File: src/rtl/isa_slave_pkg.sv
// Shared types and helpers for the ISA slave cycle engine: FSM states, widths, lane decode.
package isa_slave_pkg;

  typedef enum logic [2:0] {
    StIdle, StArm, StCapt, StDec, StAct, StWack, StHold, StRel
  } state_e;

  localparam int unsigned WinIdxW = 3;
  localparam int unsigned IoAddrW = 16;

  typedef struct packed {
    logic [3:0] te;  // active-low transceiver enables
    logic [1:0] be;  // {hi, lo}
  } lane_t;

  // Steering of data lanes from SBHE and A0 (both as seen on the bus).
  function automatic lane_t lane_decode(input logic sbhe, input logic a0);
    lane_t l;
    unique case ({sbhe, a0})
      2'b00:   l = '{te: 4'b1100, be: 2'b11};
      2'b01:   l = '{te: 4'b0011, be: 2'b11};
      2'b10:   l = '{te: 4'b1110, be: 2'b01};
      default: l = '{te: 4'b0111, be: 2'b10};
    endcase
    return l;
  endfunction

endpackage

File: src/rtl/isa_sync_bus.sv
// Multi-bit, multi-stage synchroniser for asynchronous ISA control inputs.
module isa_sync_bus #(
  parameter int unsigned         Width    = 1,
  parameter int unsigned         Stages   = 2,
  parameter logic [Width-1:0]    ResetVal = '0
) (
  input  logic             FPGACLK,
  input  logic             RESET,
  input  logic [Width-1:0] d,
  output logic [Width-1:0] q
);

  logic [Width-1:0] stage_q [Stages];

  always_ff @(posedge FPGACLK or negedge RESET) begin
    if (!RESET) begin
      for (int i = 0; i < int'(Stages); i++) stage_q[i] <= ResetVal;
    end else begin
      stage_q[0] <= d;
      for (int i = 1; i < int'(Stages); i++) stage_q[i] <= stage_q[i-1];
    end
  end

  assign q = stage_q[Stages-1];

endmodule

File: src/rtl/isa_slave_cycle_engine.sv
// ISA slave: window decode, bus-cycle sequencing and backend req/ack handoff.
// Optional host wait-state handshake enabled by defining ISA_SLAVE_WAIT_STATES_EN.
module isa_slave_cycle_engine
  import isa_slave_pkg::*;
#(
  parameter int unsigned               NUM_MEM_WIN  = 2,
  parameter logic [NUM_MEM_WIN*20-1:0] MEM_BASE     = {20'hB8000, 20'hA0000},
  parameter logic [NUM_MEM_WIN*20-1:0] MEM_LIMIT    = {20'hBFFFF, 20'hAFFFF},
  parameter logic [15:0]               IO_BASE      = 16'h0420,
  parameter logic [15:0]               IO_LIMIT     = 16'h0430,
  parameter int unsigned               SYNC_STAGES  = 2,
  parameter int unsigned               TIMEOUT_CLKS = 64
) (
  input  logic                   FPGACLK,
  input  logic                   RESET,
  input  logic [19:0]            addressBus,
  input  logic                   BALE,
  input  logic                   SBHE,
  input  logic                   MEMR,
  input  logic                   MEMW,
  input  logic                   SMEMR,
  input  logic                   SMEMW,
  input  logic                   IOR,
  input  logic                   IOW,
  input  logic [NUM_MEM_WIN:0]   win_en,
  output logic                   ADS_LATCH,
  output logic                   ADS_OE,
  output logic                   FPGA_IO_EN,
  output logic                   IOCS16,
  output logic                   MEMCS16,
  output logic                   NOWS,
  output logic                   IO_RDY,
  output logic                   IOERR,
  output logic [3:0]             TE,
  output logic                   FPGA_WR,
  output logic                   req,
  output logic [19:0]            req_addr,
  output logic [WinIdxW-1:0]     req_win,
  output logic [1:0]             req_be,
  input  logic                   ack,
  output logic                   err_timeout
);

  localparam int unsigned TmoW = $clog2(TIMEOUT_CLKS);

  logic [6:0] sync_in, sync_out;
  assign sync_in = {BALE, MEMR, MEMW, SMEMR, SMEMW, IOR, IOW};

  isa_sync_bus #(
    .Width   (7),
    .Stages  (SYNC_STAGES),
    .ResetVal(7'b0111111)
  ) u_sync (
    .FPGACLK(FPGACLK),
    .RESET  (RESET),
    .d      (sync_in),
    .q      (sync_out)
  );

  logic bale_s, mem_rd_s, mem_wr_s, io_rd_s, io_wr_s, strobe_any;
  assign bale_s     = sync_out[6];
  assign mem_rd_s   = ~sync_out[5] | ~sync_out[3];
  assign mem_wr_s   = ~sync_out[4] | ~sync_out[2];
  assign io_rd_s    = ~sync_out[1];
  assign io_wr_s    = ~sync_out[0];
  assign strobe_any = |(~sync_out[5:0]);

  state_e              state_q, state_d;
  logic [2:0]          arm_cnt_q, arm_cnt_d;
  logic [TmoW-1:0]     tmo_cnt_q, tmo_cnt_d;
  logic                tmo_fire;
  logic [19:0]         addr_q;
  logic                sbhe_q, is_mem_q, is_io_q, fpga_wr_q;
  logic [WinIdxW-1:0]  win_q, hit_win;
  logic [1:0]          be_q;
  logic [3:0]          te_q;
  logic                ads_oe_q, memcs16_q, iocs16_q, req_q, err_timeout_q, hit;
  lane_t               lane;

  assign lane = lane_decode(sbhe_q, addr_q[0]);

  // Lowest index wins: scan downwards so the last assignment is the smallest hit.
  always_comb begin
    hit     = 1'b0;
    hit_win = '0;
    if (is_mem_q && !is_io_q) begin
      for (int i = int'(NUM_MEM_WIN) - 1; i >= 0; i--) begin
        if (win_en[i] && addr_q >= MEM_BASE[i*20 +: 20] && addr_q <= MEM_LIMIT[i*20 +: 20]) begin
          hit     = 1'b1;
          hit_win = WinIdxW'(i);
        end
      end
    end else if (is_io_q && !is_mem_q) begin
      if (win_en[NUM_MEM_WIN] && addr_q[19:IoAddrW] == '0 &&
          addr_q[IoAddrW-1:0] >= IO_BASE && addr_q[IoAddrW-1:0] <= IO_LIMIT) begin
        hit     = 1'b1;
        hit_win = WinIdxW'(NUM_MEM_WIN);
      end
    end
  end

  always_comb begin
    state_d   = state_q;
    arm_cnt_d = arm_cnt_q;
    tmo_cnt_d = tmo_cnt_q;
    tmo_fire  = 1'b0;
    unique case (state_q)
      StIdle: begin
        arm_cnt_d = '0;
        if (bale_s) state_d = StArm;
      end
      StArm: begin
        if (strobe_any) begin
          state_d = StCapt;
        end else if (!bale_s) begin
          arm_cnt_d = arm_cnt_q + 3'd1;
          if (arm_cnt_q == 3'd7) state_d = StRel;
        end
      end
      StCapt: state_d = StDec;
      StDec:  state_d = hit ? StAct : StRel;
      StAct: begin
        tmo_cnt_d = TmoW'(1);
        state_d   = ack ? StHold : StWack;
      end
      StWack: begin
        if (ack) begin
          state_d = StHold;
        end else if (tmo_cnt_q == TmoW'(TIMEOUT_CLKS - 1)) begin
          state_d  = StHold;
          tmo_fire = 1'b1;
        end else begin
          tmo_cnt_d = tmo_cnt_q + 1'b1;
        end
      end
      StHold: if (!strobe_any) state_d = StRel;
      StRel: begin
        arm_cnt_d = '0;
        state_d   = bale_s ? StArm : StIdle;
      end
      default: state_d = StIdle;
    endcase
  end

  always_ff @(posedge FPGACLK or negedge RESET) begin
    if (!RESET) begin
      state_q       <= StIdle;
      arm_cnt_q     <= '0;
      tmo_cnt_q     <= '0;
      addr_q        <= '0;
      sbhe_q        <= 1'b1;
      is_mem_q      <= 1'b0;
      is_io_q       <= 1'b0;
      fpga_wr_q     <= 1'b0;
      win_q         <= '0;
      be_q          <= '0;
      te_q          <= 4'hF;
      ads_oe_q      <= 1'b1;
      memcs16_q     <= 1'b0;
      iocs16_q      <= 1'b0;
      req_q         <= 1'b0;
      err_timeout_q <= 1'b0;
    end else begin
      state_q       <= state_d;
      arm_cnt_q     <= arm_cnt_d;
      tmo_cnt_q     <= tmo_cnt_d;
      req_q         <= (state_d == StAct);
      err_timeout_q <= tmo_fire;
      if (state_d == StArm) ads_oe_q <= 1'b0;
      if (state_d == StRel) begin
        ads_oe_q  <= 1'b1;
        te_q      <= 4'hF;
        memcs16_q <= 1'b0;
        iocs16_q  <= 1'b0;
      end
      if (state_q == StCapt) begin
        addr_q    <= addressBus;
        sbhe_q    <= SBHE;
        is_mem_q  <= mem_rd_s | mem_wr_s;
        is_io_q   <= io_rd_s | io_wr_s;
        fpga_wr_q <= mem_rd_s | io_rd_s;
      end
      if (state_q == StDec && hit) begin
        win_q     <= hit_win;
        be_q      <= lane.be;
        te_q      <= lane.te;
        memcs16_q <= ~sbhe_q & is_mem_q;
        iocs16_q  <= ~sbhe_q & is_io_q;
      end
    end
  end

`ifdef ISA_SLAVE_WAIT_STATES_EN
  logic io_rdy_q, ioerr_q;

  always_ff @(posedge FPGACLK or negedge RESET) begin
    if (!RESET) begin
      io_rdy_q <= 1'b1;
      ioerr_q  <= 1'b1;
    end else begin
      ioerr_q <= ~tmo_fire;
      if (state_d == StAct)       io_rdy_q <= 1'b0;
      else if (state_d == StHold) io_rdy_q <= 1'b1;
    end
  end

  assign NOWS   = 1'b1;
  assign IO_RDY = io_rdy_q;
  assign IOERR  = ioerr_q;
`else
  assign NOWS   = 1'b0;
  assign IO_RDY = 1'b1;
  assign IOERR  = 1'b1;
`endif

  assign ADS_LATCH   = BALE;
  assign ADS_OE      = ads_oe_q;
  assign FPGA_IO_EN  = (state_q != StIdle) | BALE;
  assign IOCS16      = iocs16_q;
  assign MEMCS16     = memcs16_q;
  assign TE          = te_q;
  assign FPGA_WR     = fpga_wr_q;
  assign req         = req_q;
  assign req_addr    = addr_q;
  assign req_win     = win_q;
  assign req_be      = be_q;
  assign err_timeout = err_timeout_q;

endmodule

File: config.mk
export PLATFORM = sky130hd
export DESIGN_NAME = isa_slave_cycle_engine
export DESIGN_NICKNAME = d
export VERILOG_FILES = /design/src/rtl/isa_slave_pkg.sv /design/src/rtl/isa_sync_bus.sv /design/src/rtl/isa_slave_cycle_engine.sv
export SDC_FILE = /design/constraint.sdc
export NUM_CORES = 1
export LEC_CHECK = 0
export BUFFER_PORTS_ARGS = -buffer_cell sky130_fd_sc_hd__buf_2
export CORE_MARGIN = 3
export CORE_UTILIZATION = 30
export CTS_CLUSTER_DIAMETER = 100
export DETAILED_ROUTE_END_ITERATION = 12
export GPL_ROUTABILITY_DRIVEN = 0
export PLACE_DENSITY_LB_ADDON = 0.25
export SLEW_MARGIN = 20
export SYNTH_ARGS = -nofsm -noshare
export SYNTH_HDL_FRONTEND = slang
export SYNTH_SLANG_ARGS = --single-unit
File: constraint.sdc
create_clock -name FPGACLK -period 2.85 [get_ports FPGACLK]
set_clock_uncertainty 0.05 [all_clocks]
set_input_delay 0.57 -clock FPGACLK [delete_from_list [all_inputs] [get_ports FPGACLK]]
set_output_delay 0.57 -clock FPGACLK [all_outputs]
set_load 0.01 [all_outputs]
==> results_dict.tcl <==
set metrics [dict create \
    ir_worst_vdd_uv 426 \
    dp_cells 386 \
    cts_sinks 63 \
    cp.arrival_ps 2560 \
    synth.avg_cell_area_um2 12.8 \
    period_needed_ps 2370 \
    crit_fanout 11 \
    min_period_over_period_pct 83.3 \
    htree_levels 3 \
    p_leak_nw 1.53 \
    startpoint_type "flip-flop" \
    first_iter_violations 74 \
    grt_start_max_net_pins 34 \
    critPathKind "reg2reg" \
    num-fill-cells 890 \
    clk_latency_ps 350 \
    synth_top_area_cell "dfrtp_1" \
    fmax_ghz 0.421 \
    die_h_um 102 \
    antenna_found_initial 0 \
    core-area_um2 8850 \
    p_comb_share_pct 37.6 \
    required_ps 3030 \
    switching_share_pct 38.2 \
    dp_slack_ps 476 \
    synthTopCellsByArea "dfrtp_1 41%, dfstp_2 17%, mux2_2 8.6%" \
    hpwl_um 4070 \
    yosysUniqueCellTypes 53 \
    diodes 0 \
    post_drt_via_cell_ratio 4.70 \
    finalSetupTns_ps 0 \
    num_rows 34 \
    clk_pin_slew_ps 80 \
    finalHoldViolCount 0 \
    synth_seq_cells 63 \
    worst_slew_pin_slew_ps 728 \
    area_growth_pct 23.2 \
    io_buffers 69 \
    cts_tree "done" \
    hold_buffers 0 \
    layout.nets 326 \
    instances_no_fill 402 \
    design.die.area_um2 10400 \
    drcViolationCount 0 \
    cts.path.max_buffers 2 \
    dr.pass1.iters 4 \
    ys_seq_area_share_pct 57.9 \
    rsz0062_at_grt "no" \
    power_frac_seq_pct 41.4 \
    p_clk_share_pct 21.0 \
    cts_resized 0 \
    gr-total-overflow 0 \
    outcome "finished clean" \
    post_drt_wl_per_cell_um 14.1 \
    power_switching_mw 1.39 \
    dr_total_vias 1890 \
    ys_warn_count 0 \
    cts_root_buf "clkbuf_8" \
    maxSlewViolCount 0 \
    relSlewSlack_pct 51.5 \
    grt_pass1_vias 1926 \
    synth-edff-count 0 \
    grt_pass1_wl_um 9250 \
    synthArstFlopShare_pct 100 \
    finalSetupViolCount 0 \
    synthCells 215 \
    synth_top_cell_area_share_pct 40.8 \
    layout-drive-gt1-share_pct 49.0 \
    die_w_um 102 \
    start_util_pct 31.2 \
    grt_usage_pct 11.7 \
    post_cts_buffers 0 \
    syn_area_um2 2760 \
    cts_buffers 9 \
    power.density_nw_per_um2 1070 \
    yosysMostFrequentCell "dfrtp_1" \
    hold_ws_ps 221 \
    drtAntennaViolNets 0 \
    endpoint_kind "flip-flop" \
    timing.final.ws_setup_ps 476 \
    maxCapViolations 0 \
    synth_common_cells "45 x dfrtp_1, 21 x mux2_2, 19 x nand2_1" \
    ys.flop_type "dfrtp_1" \
    wirelength_um 5670 \
    hold_class "in2async" \
    io_pins 74 \
    power.internal_mw 2.25 \
]
## power by group through the flow
| stage | combinational [mW] | sequential (mW) | clock [mW] |
|---|---|---|---|
| after global placement | 1.37 | 1.52 | 0 |
| after CTS | 1.39 | 1.51 | 0.794 |
| after floorplan | 0.949 | 1.52 | 0 |
| final | 1.37 | 1.51 | 0.762 |
| after global routing | 1.51 | 1.55 | 0.831 |
| after detailed placement | 1.38 | 1.52 | 0 |
## final timing paths
path	end	from	slack [ps]	cells past startpoint
worst min-delay path	req_addr[4]	RESET	220	1
worst max-delay path	req_be[0]	u_sync.q[5]	480	5
max in group asynchronous	ADS_OE	RESET	1840	2
worst min register to register	u_sync.q[6]	u_sync.stage_q[13]	310	0
worst max register to register	req_be[0]	u_sync.q[5]	480	5
min in group FPGACLK	u_sync.stage_q[11]	MEMW	260	1
## layout make-up
class / instances / area [um2] / area share (%)
multi-input cells: 131 / 1050 / 30.8
flip-flops and latches: 63 / 1600 / 47.0
well taps: 108 / 135 / 3.97
clock buffers: 10 / 149 / 4.38
inverters: 12 / 45.0 / 1.32
clock inverters: 6 / 45.0 / 1.32
repair buffers: 72 / 380 / 11.2
## layout by cell type, fill, tap and decap left out, types with 3 or more instances in the layout
cell type | synthesis | routed
nand4_1 | 3 | 3
nor2_1 | 10 | 10
mux2_2 | 21 | 21
nor3_1 | 3 | 3
dfrtp_1 | 45 | 45
o21ai_0 | 8 | 8
o211ai_1 | 3 | 3
nand3_1 | 4 | 4
clkbuf_8 | 0 | 9
inv_4 | 0 | 3
ha_1 | 3 | 3
inv_1 | 11 | 11
dfstp_2 | 18 | 18
conb_1 | 2 | 4
xor2_1 | 4 | 4
nand2_1 | 19 | 19
inv_6 | 0 | 3
a21oi_1 | 3 | 3
buf_2 | 3 | 69
## metal layers
layer  GRT usage, %  wire length [um]  vias up
met1           15.3              2710      923
met4           5.95               116        0
met2           17.9              2600       45
li1               -                 -      912
met5              0                 0        -
met3           3.41               244       10
## cell families after synthesis
kind of cell | after synthesis | share of synthesized area, %
AOI/OAI and AO/OA | 33 | 11.0
buffers and inverters | 23 | 4.62
xor gates and xnor gates | 5 | 1.59
other | 2 | 0.272
and+or+nand+nor | 62 | 13.2
DFF | 63 | 57.9
adders and majority gates | 3 | 1.36
muxes | 24 | 10.0
## critical path, cell delays in order, from the launching register on
cell and delay [ps]:
dfstp_2 550, nand4_2 200, or3_1 460, a31oi_4 250, nand4_2 350, mux2_4 400
## per-stage QoR
step	area, um2	utilization, %	total power, mW
2_1_floorplan	2770	-	2.46
3_3_place_gp	3210	36.3	2.89
3_5_place_dp	3210	36.3	2.90
4_1_cts	3400	38.4	3.69
5_1_grt	3400	38.4	3.89
6_report	3400	38.4	3.64
## state kept, by name (all words and copies together) (netlist names), 2 cells and up
signal and flops:
req_addr 20, u_sync.q 7, u_sync.stage_q 7, tmo_cnt_q 6
TE 4, arm_cnt_q 3, state_q 3, req_be 2
req_win 2
No activity file was read; power rests on OpenSTA's default activity.
